===== config.mk =====
export PLATFORM = sky130hd
export DESIGN_NAME = branch_resolve_unit_flat
export DESIGN_NICKNAME = d
export VERILOG_FILES = /design/src/rtl/br_pkg.sv /design/src/rtl/branch_resolve_unit_if.sv /design/src/rtl/bht_2bit.sv /design/src/rtl/branch_resolve_unit.sv /design/src/flat_wrapper.sv
export SDC_FILE = /design/constraint.sdc
export NUM_CORES = 1
export LEC_CHECK = 0
export BUFFER_PORTS_ARGS = -buffer_cell sky130_fd_sc_hd__buf_2
export CAP_MARGIN = 10
export CORE_MARGIN = 10
export CORE_UTILIZATION = 35
export CTS_CLUSTER_DIAMETER = 150
export DETAILED_ROUTE_END_ITERATION = 7
export GPL_ROUTABILITY_DRIVEN = 0
export PLACE_DENSITY = 0.68
export SETUP_SLACK_MARGIN = 0.1
export SLEW_MARGIN = 10
export SYNTH_ARGS = -nofsm -noshare
export SYNTH_HDL_FRONTEND = slang
export SYNTH_SLANG_ARGS = --single-unit

===== constraint.sdc =====
create_clock -name clk -period 5.25 [get_ports clk]
set_input_delay 1.05 -clock clk [delete_from_list [all_inputs] [get_ports clk]]
set_output_delay 1.05 -clock clk [all_outputs]
set_load 0.005 [all_outputs]

===== src/rtl/br_pkg.sv =====
// Shared constants and helpers for branch resolution.
// Holds condition codes, BHT counter states and the 2-bit saturating update.
package br_pkg;

   localparam logic [2:0] BR_EQ     = 3'd0;
   localparam logic [2:0] BR_NE     = 3'd1;
   localparam logic [2:0] BR_LEZ    = 3'd2;
   localparam logic [2:0] BR_GTZ    = 3'd3;
   localparam logic [2:0] BR_LTZ    = 3'd4;
   localparam logic [2:0] BR_GEZ    = 3'd5;
   localparam logic [2:0] BR_ALWAYS = 3'd6;
   localparam logic [2:0] BR_RSVD   = 3'd7;

   localparam logic [1:0] BHT_SNT = 2'b00;
   localparam logic [1:0] BHT_WNT = 2'b01;
   localparam logic [1:0] BHT_WT  = 2'b10;
   localparam logic [1:0] BHT_ST  = 2'b11;

   function automatic logic [1:0] bht_sat(
      input logic [1:0] cur,
      input logic       taken
   );
      if (taken)
         return (cur == BHT_ST) ? BHT_ST : cur + 2'd1;
      else
         return (cur == BHT_SNT) ? BHT_SNT : cur - 2'd1;
   endfunction

endpackage


===== src/rtl/branch_resolve_unit_if.sv =====
// D-stage branch bus between the pipeline (master) and the resolve unit (slave).
// Carries fetch lookup, branch operands/forwarding, outcome and statistics.
interface branch_resolve_unit_if #(
   parameter int WIDTH   = 32,
   parameter int NUM_FWD = 2
);
   localparam int SEL_W = $clog2(NUM_FWD + 1);

   logic [WIDTH-1:0]         f_pc;
   logic                     f_pred_taken;
   logic                     d_valid;
   logic                     d_stall;
   logic [2:0]               d_cond;
   logic [WIDTH-1:0]         d_pc;
   logic                     d_pred_taken;
   logic [WIDTH-1:0]         rd1;
   logic [WIDTH-1:0]         rd2;
   logic [SEL_W-1:0]         rs_sel;
   logic [SEL_W-1:0]         rt_sel;
   logic [NUM_FWD*WIDTH-1:0] fwd_data;
   logic                     br_taken;
   logic                     br_mispredict;
   logic [31:0]              branch_cnt;
   logic [31:0]              mispred_cnt;

   modport master (
      output f_pc, d_valid, d_stall, d_cond, d_pc,
      output d_pred_taken, rd1, rd2, rs_sel, rt_sel,
      output fwd_data,
      input  f_pred_taken, br_taken, br_mispredict,
      input  branch_cnt, mispred_cnt
   );

   modport slave (
      input  f_pc, d_valid, d_stall, d_cond, d_pc,
      input  d_pred_taken, rd1, rd2, rs_sel, rt_sel,
      input  fwd_data,
      output f_pred_taken, br_taken, br_mispredict,
      output branch_cnt, mispred_cnt
   );

endinterface


===== src/rtl/bht_2bit.sv =====
// Branch history table of 2-bit saturating counters, reset to weakly not-taken.
// Ports: clk, reset, rd_idx/rd_pred (comb read), wr_en/wr_idx/wr_taken (sync update).
module bht_2bit
   import br_pkg::*;
#(
   parameter int ENTRIES = 64,
   parameter int IDX_W   = $clog2(ENTRIES)
) (
   input  logic             clk,
   input  logic             reset,
   input  logic [IDX_W-1:0] rd_idx,
   output logic             rd_pred,
   input  logic             wr_en,
   input  logic [IDX_W-1:0] wr_idx,
   input  logic             wr_taken
);

   logic [1:0] bht_q [ENTRIES];
   logic [1:0] bht_d [ENTRIES];

   // Read sees the stored value; a same-cycle write lands next cycle.
   assign rd_pred = bht_q[rd_idx][1];

   always_comb begin
      bht_d = bht_q;
      if (wr_en)
         bht_d[wr_idx] = bht_sat(bht_q[wr_idx], wr_taken);
   end

   always_ff @(posedge clk) begin
      if (reset) begin
         for (int i = 0; i < ENTRIES; i++)
            bht_q[i] <= BHT_WNT;
      end else begin
         bht_q <= bht_d;
      end
   end

endmodule


===== src/rtl/branch_resolve_unit.sv =====
// D-stage branch resolution: operand forwarding mux, condition check, BHT, stats.
// Ports: clk, reset (sync, active-high), bus (slave side of branch_resolve_unit_if).
module branch_resolve_unit
   import br_pkg::*;
#(
   parameter int WIDTH       = 32,
   parameter int NUM_FWD     = 2,
   parameter int BHT_ENTRIES = 64,
   localparam int SEL_W      = $clog2(NUM_FWD + 1),
   localparam int IDX_W      = $clog2(BHT_ENTRIES)
) (
   input  logic                 clk,
   input  logic                 reset,
   branch_resolve_unit_if.slave bus
);

   logic [WIDTH-1:0] rs_val;
   logic [WIDTH-1:0] rt_val;
   logic             cond_res;
   logic             br_taken;
   logic             res;
   logic             mispred;
   logic [31:0]      branch_cnt_q, branch_cnt_d;
   logic [31:0]      mispred_cnt_q, mispred_cnt_d;

   // Selects outside 1..NUM_FWD fall back to the regfile value.
   always_comb begin
      rs_val = bus.rd1;
      rt_val = bus.rd2;
      for (int k = 1; k <= NUM_FWD; k++) begin
         if (bus.rs_sel == SEL_W'(k))
            rs_val = bus.fwd_data[(k-1)*WIDTH +: WIDTH];
         if (bus.rt_sel == SEL_W'(k))
            rt_val = bus.fwd_data[(k-1)*WIDTH +: WIDTH];
      end
   end

   always_comb begin
      cond_res = 1'b0;
      case (bus.d_cond)
         BR_EQ:     cond_res = (rs_val == rt_val);
         BR_NE:     cond_res = (rs_val != rt_val);
         BR_LEZ:    cond_res = rs_val[WIDTH-1] | (rs_val == '0);
         BR_GTZ:    cond_res = ~rs_val[WIDTH-1] & (rs_val != '0);
         BR_LTZ:    cond_res = rs_val[WIDTH-1];
         BR_GEZ:    cond_res = ~rs_val[WIDTH-1];
         BR_ALWAYS: cond_res = 1'b1;
         default:   cond_res = 1'b0;
      endcase
   end

   assign br_taken = bus.d_valid & cond_res;
   assign res      = bus.d_valid & ~bus.d_stall & ~reset;
   // Stalled operands may still be in flight, so no flush then.
   assign mispred  = res & (br_taken != bus.d_pred_taken);

   assign bus.br_taken      = br_taken;
   assign bus.br_mispredict = mispred;

   bht_2bit #(
      .ENTRIES (BHT_ENTRIES),
      .IDX_W   (IDX_W)
   ) u_bht (
      .clk      (clk),
      .reset    (reset),
      .rd_idx   (bus.f_pc[IDX_W+1:2]),
      .rd_pred  (bus.f_pred_taken),
      .wr_en    (res),
      .wr_idx   (bus.d_pc[IDX_W+1:2]),
      .wr_taken (br_taken)
   );

   // Statistics saturate rather than wrap.
   always_comb begin
      branch_cnt_d  = branch_cnt_q;
      mispred_cnt_d = mispred_cnt_q;
      if (res && branch_cnt_q != '1)
         branch_cnt_d = branch_cnt_q + 32'd1;
      if (mispred && mispred_cnt_q != '1)
         mispred_cnt_d = mispred_cnt_q + 32'd1;
   end

   always_ff @(posedge clk) begin
      if (reset) begin
         branch_cnt_q  <= '0;
         mispred_cnt_q <= '0;
      end else begin
         branch_cnt_q  <= branch_cnt_d;
         mispred_cnt_q <= mispred_cnt_d;
      end
   end

   assign bus.branch_cnt  = branch_cnt_q;
   assign bus.mispred_cnt = mispred_cnt_q;

endmodule


===== src/flat_wrapper.sv =====
// flat-port wrapper written by rule: the top's interface ports become plain ports
module branch_resolve_unit_flat import br_pkg::*;
#(
   parameter int WIDTH       = 32,
   parameter int NUM_FWD     = 2,
   parameter int BHT_ENTRIES = 64,
   localparam int SEL_W      = $clog2(NUM_FWD + 1),
   localparam int IDX_W      = $clog2(BHT_ENTRIES)
)
  (clk, reset, bus_f_pc, bus_d_valid, bus_d_stall, bus_d_cond, bus_d_pc, bus_d_pred_taken, bus_rd1, bus_rd2, bus_rs_sel, bus_rt_sel, bus_fwd_data, bus_f_pred_taken, bus_br_taken, bus_br_mispredict, bus_branch_cnt, bus_mispred_cnt);
  branch_resolve_unit_if #(.WIDTH(WIDTH), .NUM_FWD(NUM_FWD)) bus_i ();
  input  logic clk;
  input  logic reset;
  input wire logic [$bits(bus_i.f_pc)-1:0] bus_f_pc;
  input wire logic [$bits(bus_i.d_valid)-1:0] bus_d_valid;
  input wire logic [$bits(bus_i.d_stall)-1:0] bus_d_stall;
  input wire logic [$bits(bus_i.d_cond)-1:0] bus_d_cond;
  input wire logic [$bits(bus_i.d_pc)-1:0] bus_d_pc;
  input wire logic [$bits(bus_i.d_pred_taken)-1:0] bus_d_pred_taken;
  input wire logic [$bits(bus_i.rd1)-1:0] bus_rd1;
  input wire logic [$bits(bus_i.rd2)-1:0] bus_rd2;
  input wire logic [$bits(bus_i.rs_sel)-1:0] bus_rs_sel;
  input wire logic [$bits(bus_i.rt_sel)-1:0] bus_rt_sel;
  input wire logic [$bits(bus_i.fwd_data)-1:0] bus_fwd_data;
  output wire logic [$bits(bus_i.f_pred_taken)-1:0] bus_f_pred_taken;
  output wire logic [$bits(bus_i.br_taken)-1:0] bus_br_taken;
  output wire logic [$bits(bus_i.br_mispredict)-1:0] bus_br_mispredict;
  output wire logic [$bits(bus_i.branch_cnt)-1:0] bus_branch_cnt;
  output wire logic [$bits(bus_i.mispred_cnt)-1:0] bus_mispred_cnt;
  assign bus_i.f_pc = bus_f_pc;
  assign bus_i.d_valid = bus_d_valid;
  assign bus_i.d_stall = bus_d_stall;
  assign bus_i.d_cond = bus_d_cond;
  assign bus_i.d_pc = bus_d_pc;
  assign bus_i.d_pred_taken = bus_d_pred_taken;
  assign bus_i.rd1 = bus_rd1;
  assign bus_i.rd2 = bus_rd2;
  assign bus_i.rs_sel = bus_rs_sel;
  assign bus_i.rt_sel = bus_rt_sel;
  assign bus_i.fwd_data = bus_fwd_data;
  assign bus_f_pred_taken = bus_i.f_pred_taken;
  assign bus_br_taken = bus_i.br_taken;
  assign bus_br_mispredict = bus_i.br_mispredict;
  assign bus_branch_cnt = bus_i.branch_cnt;
  assign bus_mispred_cnt = bus_i.mispred_cnt;
  branch_resolve_unit #(.WIDTH(WIDTH), .NUM_FWD(NUM_FWD), .BHT_ENTRIES(BHT_ENTRIES)) u_core (.clk(clk), .reset(reset), .bus(bus_i));
endmodule

==> flow_summary_export.csv <==
group,metric,value,unit
worst_setup_path,r2r_cells,9,
layout,area_growth,17.6,%
worst_hold_path,holdPathStages,2,
run,cap_viol_max_count,0,
timing,finalHoldViolations,0,
routing,drt_iter0_drc,971,
power,clkPwrFrac,39.6,%
power,seqPwrFrac,44.1,%
power,p_switching,938,µW
power,total_power,3310,µW
timing,setup_tns,0,ns
global_route,grt_pass1_wl,61.0,mm
worst_setup_path,start_kind,"input port",
placement,port_buffers,218,
routing,avgRoutedWirePerCell,18.4,µm
floorplanning,ios,271,
synthesis,synth_top_flop_cell,"dfxtp_1",
synthesis,synth_fa_ha_area_share,0.299,%
global_route,grt_use_total,17.6,%
clock_tree,htree_levels,4,
synthesis,synth_compound_area_share,13.7,%
synthesis,synth_seq_cells,192,
layout,final_common_cell,"buf_2",
synthesis,async_flop_share,0,%
power,internal_power,2370,µW
power,p_leak,0.00598,µW
synthesis,yosysWarningCount,0,
timing,skew,0.0130,ns
timing,finalSetupViolCount,0,
synthesis,seq_area_frac_synth,31.7,%
floorplanning,rows,68,
global_route,grt_max_degree,75,
floorplanning,start_util,35.3,%
floorplanning,die_w,206,µm
clock_tree,cts_tree,"done",
clock_tree,clock_sinks,192,
clock_tree,root_buffer,"clkbuf_16",
worst_setup_path,critPathMaxFanout,21,
floorplanning,die_y,206,µm
floorplanning,core-area,34400,µm²
clock_tree,cts-buffers-inserted,17,
clock_tree,clock_latency,0.44,ns
layout,nets,1800,
run_status,status,"complete, no violations",
power,sw_frac_of_total,28.3,%
global_route,antenna_found_initial,2,
synthesis,synth.avg_cell_area,8.55,µm²
layout,drive_above_1_share,23.3,%
timing,max_slew_margin,20.2,%
clock_tree,clockBufferDepth,2,
worst_setup_path,cp.required,4.20,ns
power,vdd_drop_max,0.201,mV
routing,viasPerCell,5.59,
clock_tree,clk_pin_slew,0.07,ns
routing,drc,0,
placement,dp_cells,2030,
synthesis,synth_cell_types,59,
synthesis,synth-simple-area-share,19.2,%
worst_hold_path,min_path_type,"reg2reg",
routing,antenna_left,0,
routing,drtPass1Iterations,5,
worst_setup_path,cp.arrival,3.84,ns
layout,layout_common_cells,"buf_2, mux2i_1, dfxtp_1, nor2_1, nand2_1",
timing,drv_slew,0,
global_route,grt_overflow_total,0,
synthesis,synthCells,1420,
layout,n_fill_cell,3479,
timing,fmax,0.204,GHz
timing,rsz0062_at_grt,"false",
power,combPwrFrac,16.2,%
worst_setup_path,critPathKind,"in2out",
layout,stdcell_count,2064,
synthesis,syn_nets,1626,
layout,final_area,14300,µm²
synthesis,synth_xor_area_share,4.40,%
floorplanning,dieArea,42500,µm²
placement,place_hpwl,28.0,mm
routing,wirelength,38.0,mm
timing,fin_crit_sh,93.2,%
synthesis,synth_edf_count,0,
clock_tree,cts_setup_buffers,0,
synthesis,syn-cell-area,12100,µm²
layout,fin_util,41.5,%
routing,num_vias,11544,
power,p_per_area,232,nW/µm²
synthesis,synth_top_family_by_area,"multiplexers",
timing,fin_crit,4.89,ns
worst_setup_path,cp-end-kind,"output pin",
global_route,grt_pass1_vias,11573,
synthesis,synthMuxAreaShare,25.5,%
timing,worstMarginPinSlew,1.19,ns
placement,placed_cell_area,13700,µm²
[repair_timing]
item,4_1_cts,5_1_grt
endpoints found under the setup margin,0,1
hold buffers,0,0
gates resized for setup,0,1
[cells by family (layout without fill, tap and decap cells)]
group | after synthesis | in the layout
DFF | 192 | 192
other | 0 | 2
adders and majority gates | 3 | 3
muxes | 265 | 265
buffers and inverters | 125 | 312
and+or+nand+nor | 482 | 482
xor gates and xnor gates | 61 | 61
AOI/OAI and AO/OA | 292 | 292
[power groups by stage]
stage	sequential [µW]	combinational [µW]	clock (µW)
after floorplan	1490	362	0
after global placement	1490	521	0
after detailed placement	1500	532	0
after CTS	1460	534	1340
after global routing	1460	581	1400
final	1460	537	1310
[worst max-delay path, stage by stage]
cell and delay [ns]:
buf_4 0.32, buf_4 0.27, mux2i_1 0.21, mux2i_1 0.13, nor4_1 0.34, nand4_1 0.26, nor4_2 0.27, nor3b_1 0.10
or3_1 0.43, o221ai_4 0.23, nor2_1 0.07, buf_2 0.14
[per-stage QoR]
| stage | hold slack (ns) | worst slack (ns) |
|---|---|---|
| 2_1_floorplan | 0.452 | 0.733 |
| 3_3_place_gp | 0.467 | 0.325 |
| 3_5_place_dp | 0.479 | 0.246 |
| 4_1_cts | 0.489 | 0.250 |
| 5_1_grt | 0.512 | 0.143 |
| 6_report | 0.490 | 0.356 |
[cell usage after synthesis, types with 21 or more instances]
library cell	number	area, µm²
o21ai_0	107	536
nand4_1	22	138
xor2_1	21	184
nor2_1	133	499
nand3_1	96	480
clkbuf_1	67	251
mux2i_1	210	2100
mux4_2	33	743
o21ai_1	32	160
and3_1	21	131
mux2_2	22	248
nand2_1	114	428
a21oi_1	94	470
dfxtp_1	192	3840
xnor2_1	40	350
[path summary, 6_finish.rpt]
path                              startpoint                         to  slack [ns]
hold reg to reg       u_core.u_bht.bht_q[35]     u_core.u_bht.bht_q[35]        0.49
hold / removal        u_core.u_bht.bht_q[35]     u_core.u_bht.bht_q[35]        0.49
setup reg to reg  u_core.bus.mispred_cnt[13]  u_core.bus.mispred_cnt[1]        1.54
setup / recovery               bus_rs_sel[0]          bus_br_mispredict        0.36
[layer usage]
layer  global-route usage, %  up-vias  share of wire, %  wire length [µm]
li1                        -     5544                 -                 -
met1                    22.1     5543                43             16300
met5                       0        -                 0                 0
met2                    28.8      387                48             18100
met4                    5.79        0               2.3               889
met3                    4.70       70               7.2              2750
[final cells by class]
cell class | count | area (µm²) | share of cell area, %
antenna | 2 | 5.00 | 0.0351
tap | 455 | 569 | 3.99
clock buffer | 21 | 460 | 3.22
timing repair buffer | 268 | 1530 | 10.7
multi-input combinational | 1103 | 7700 | 53.9
sequential | 192 | 3840 | 26.9
clock inverter | 11 | 124 | 0.868
inverter | 12 | 46.3 | 0.324
[state kept, by name (all words and copies together), names as in the netlist]
register,cells
u_core.bus.mispred_cnt,32
u_core.u_bht.bht_q,128
u_core.bus.branch_cnt,32
No activity file was read; power rests on OpenSTA's default activity.
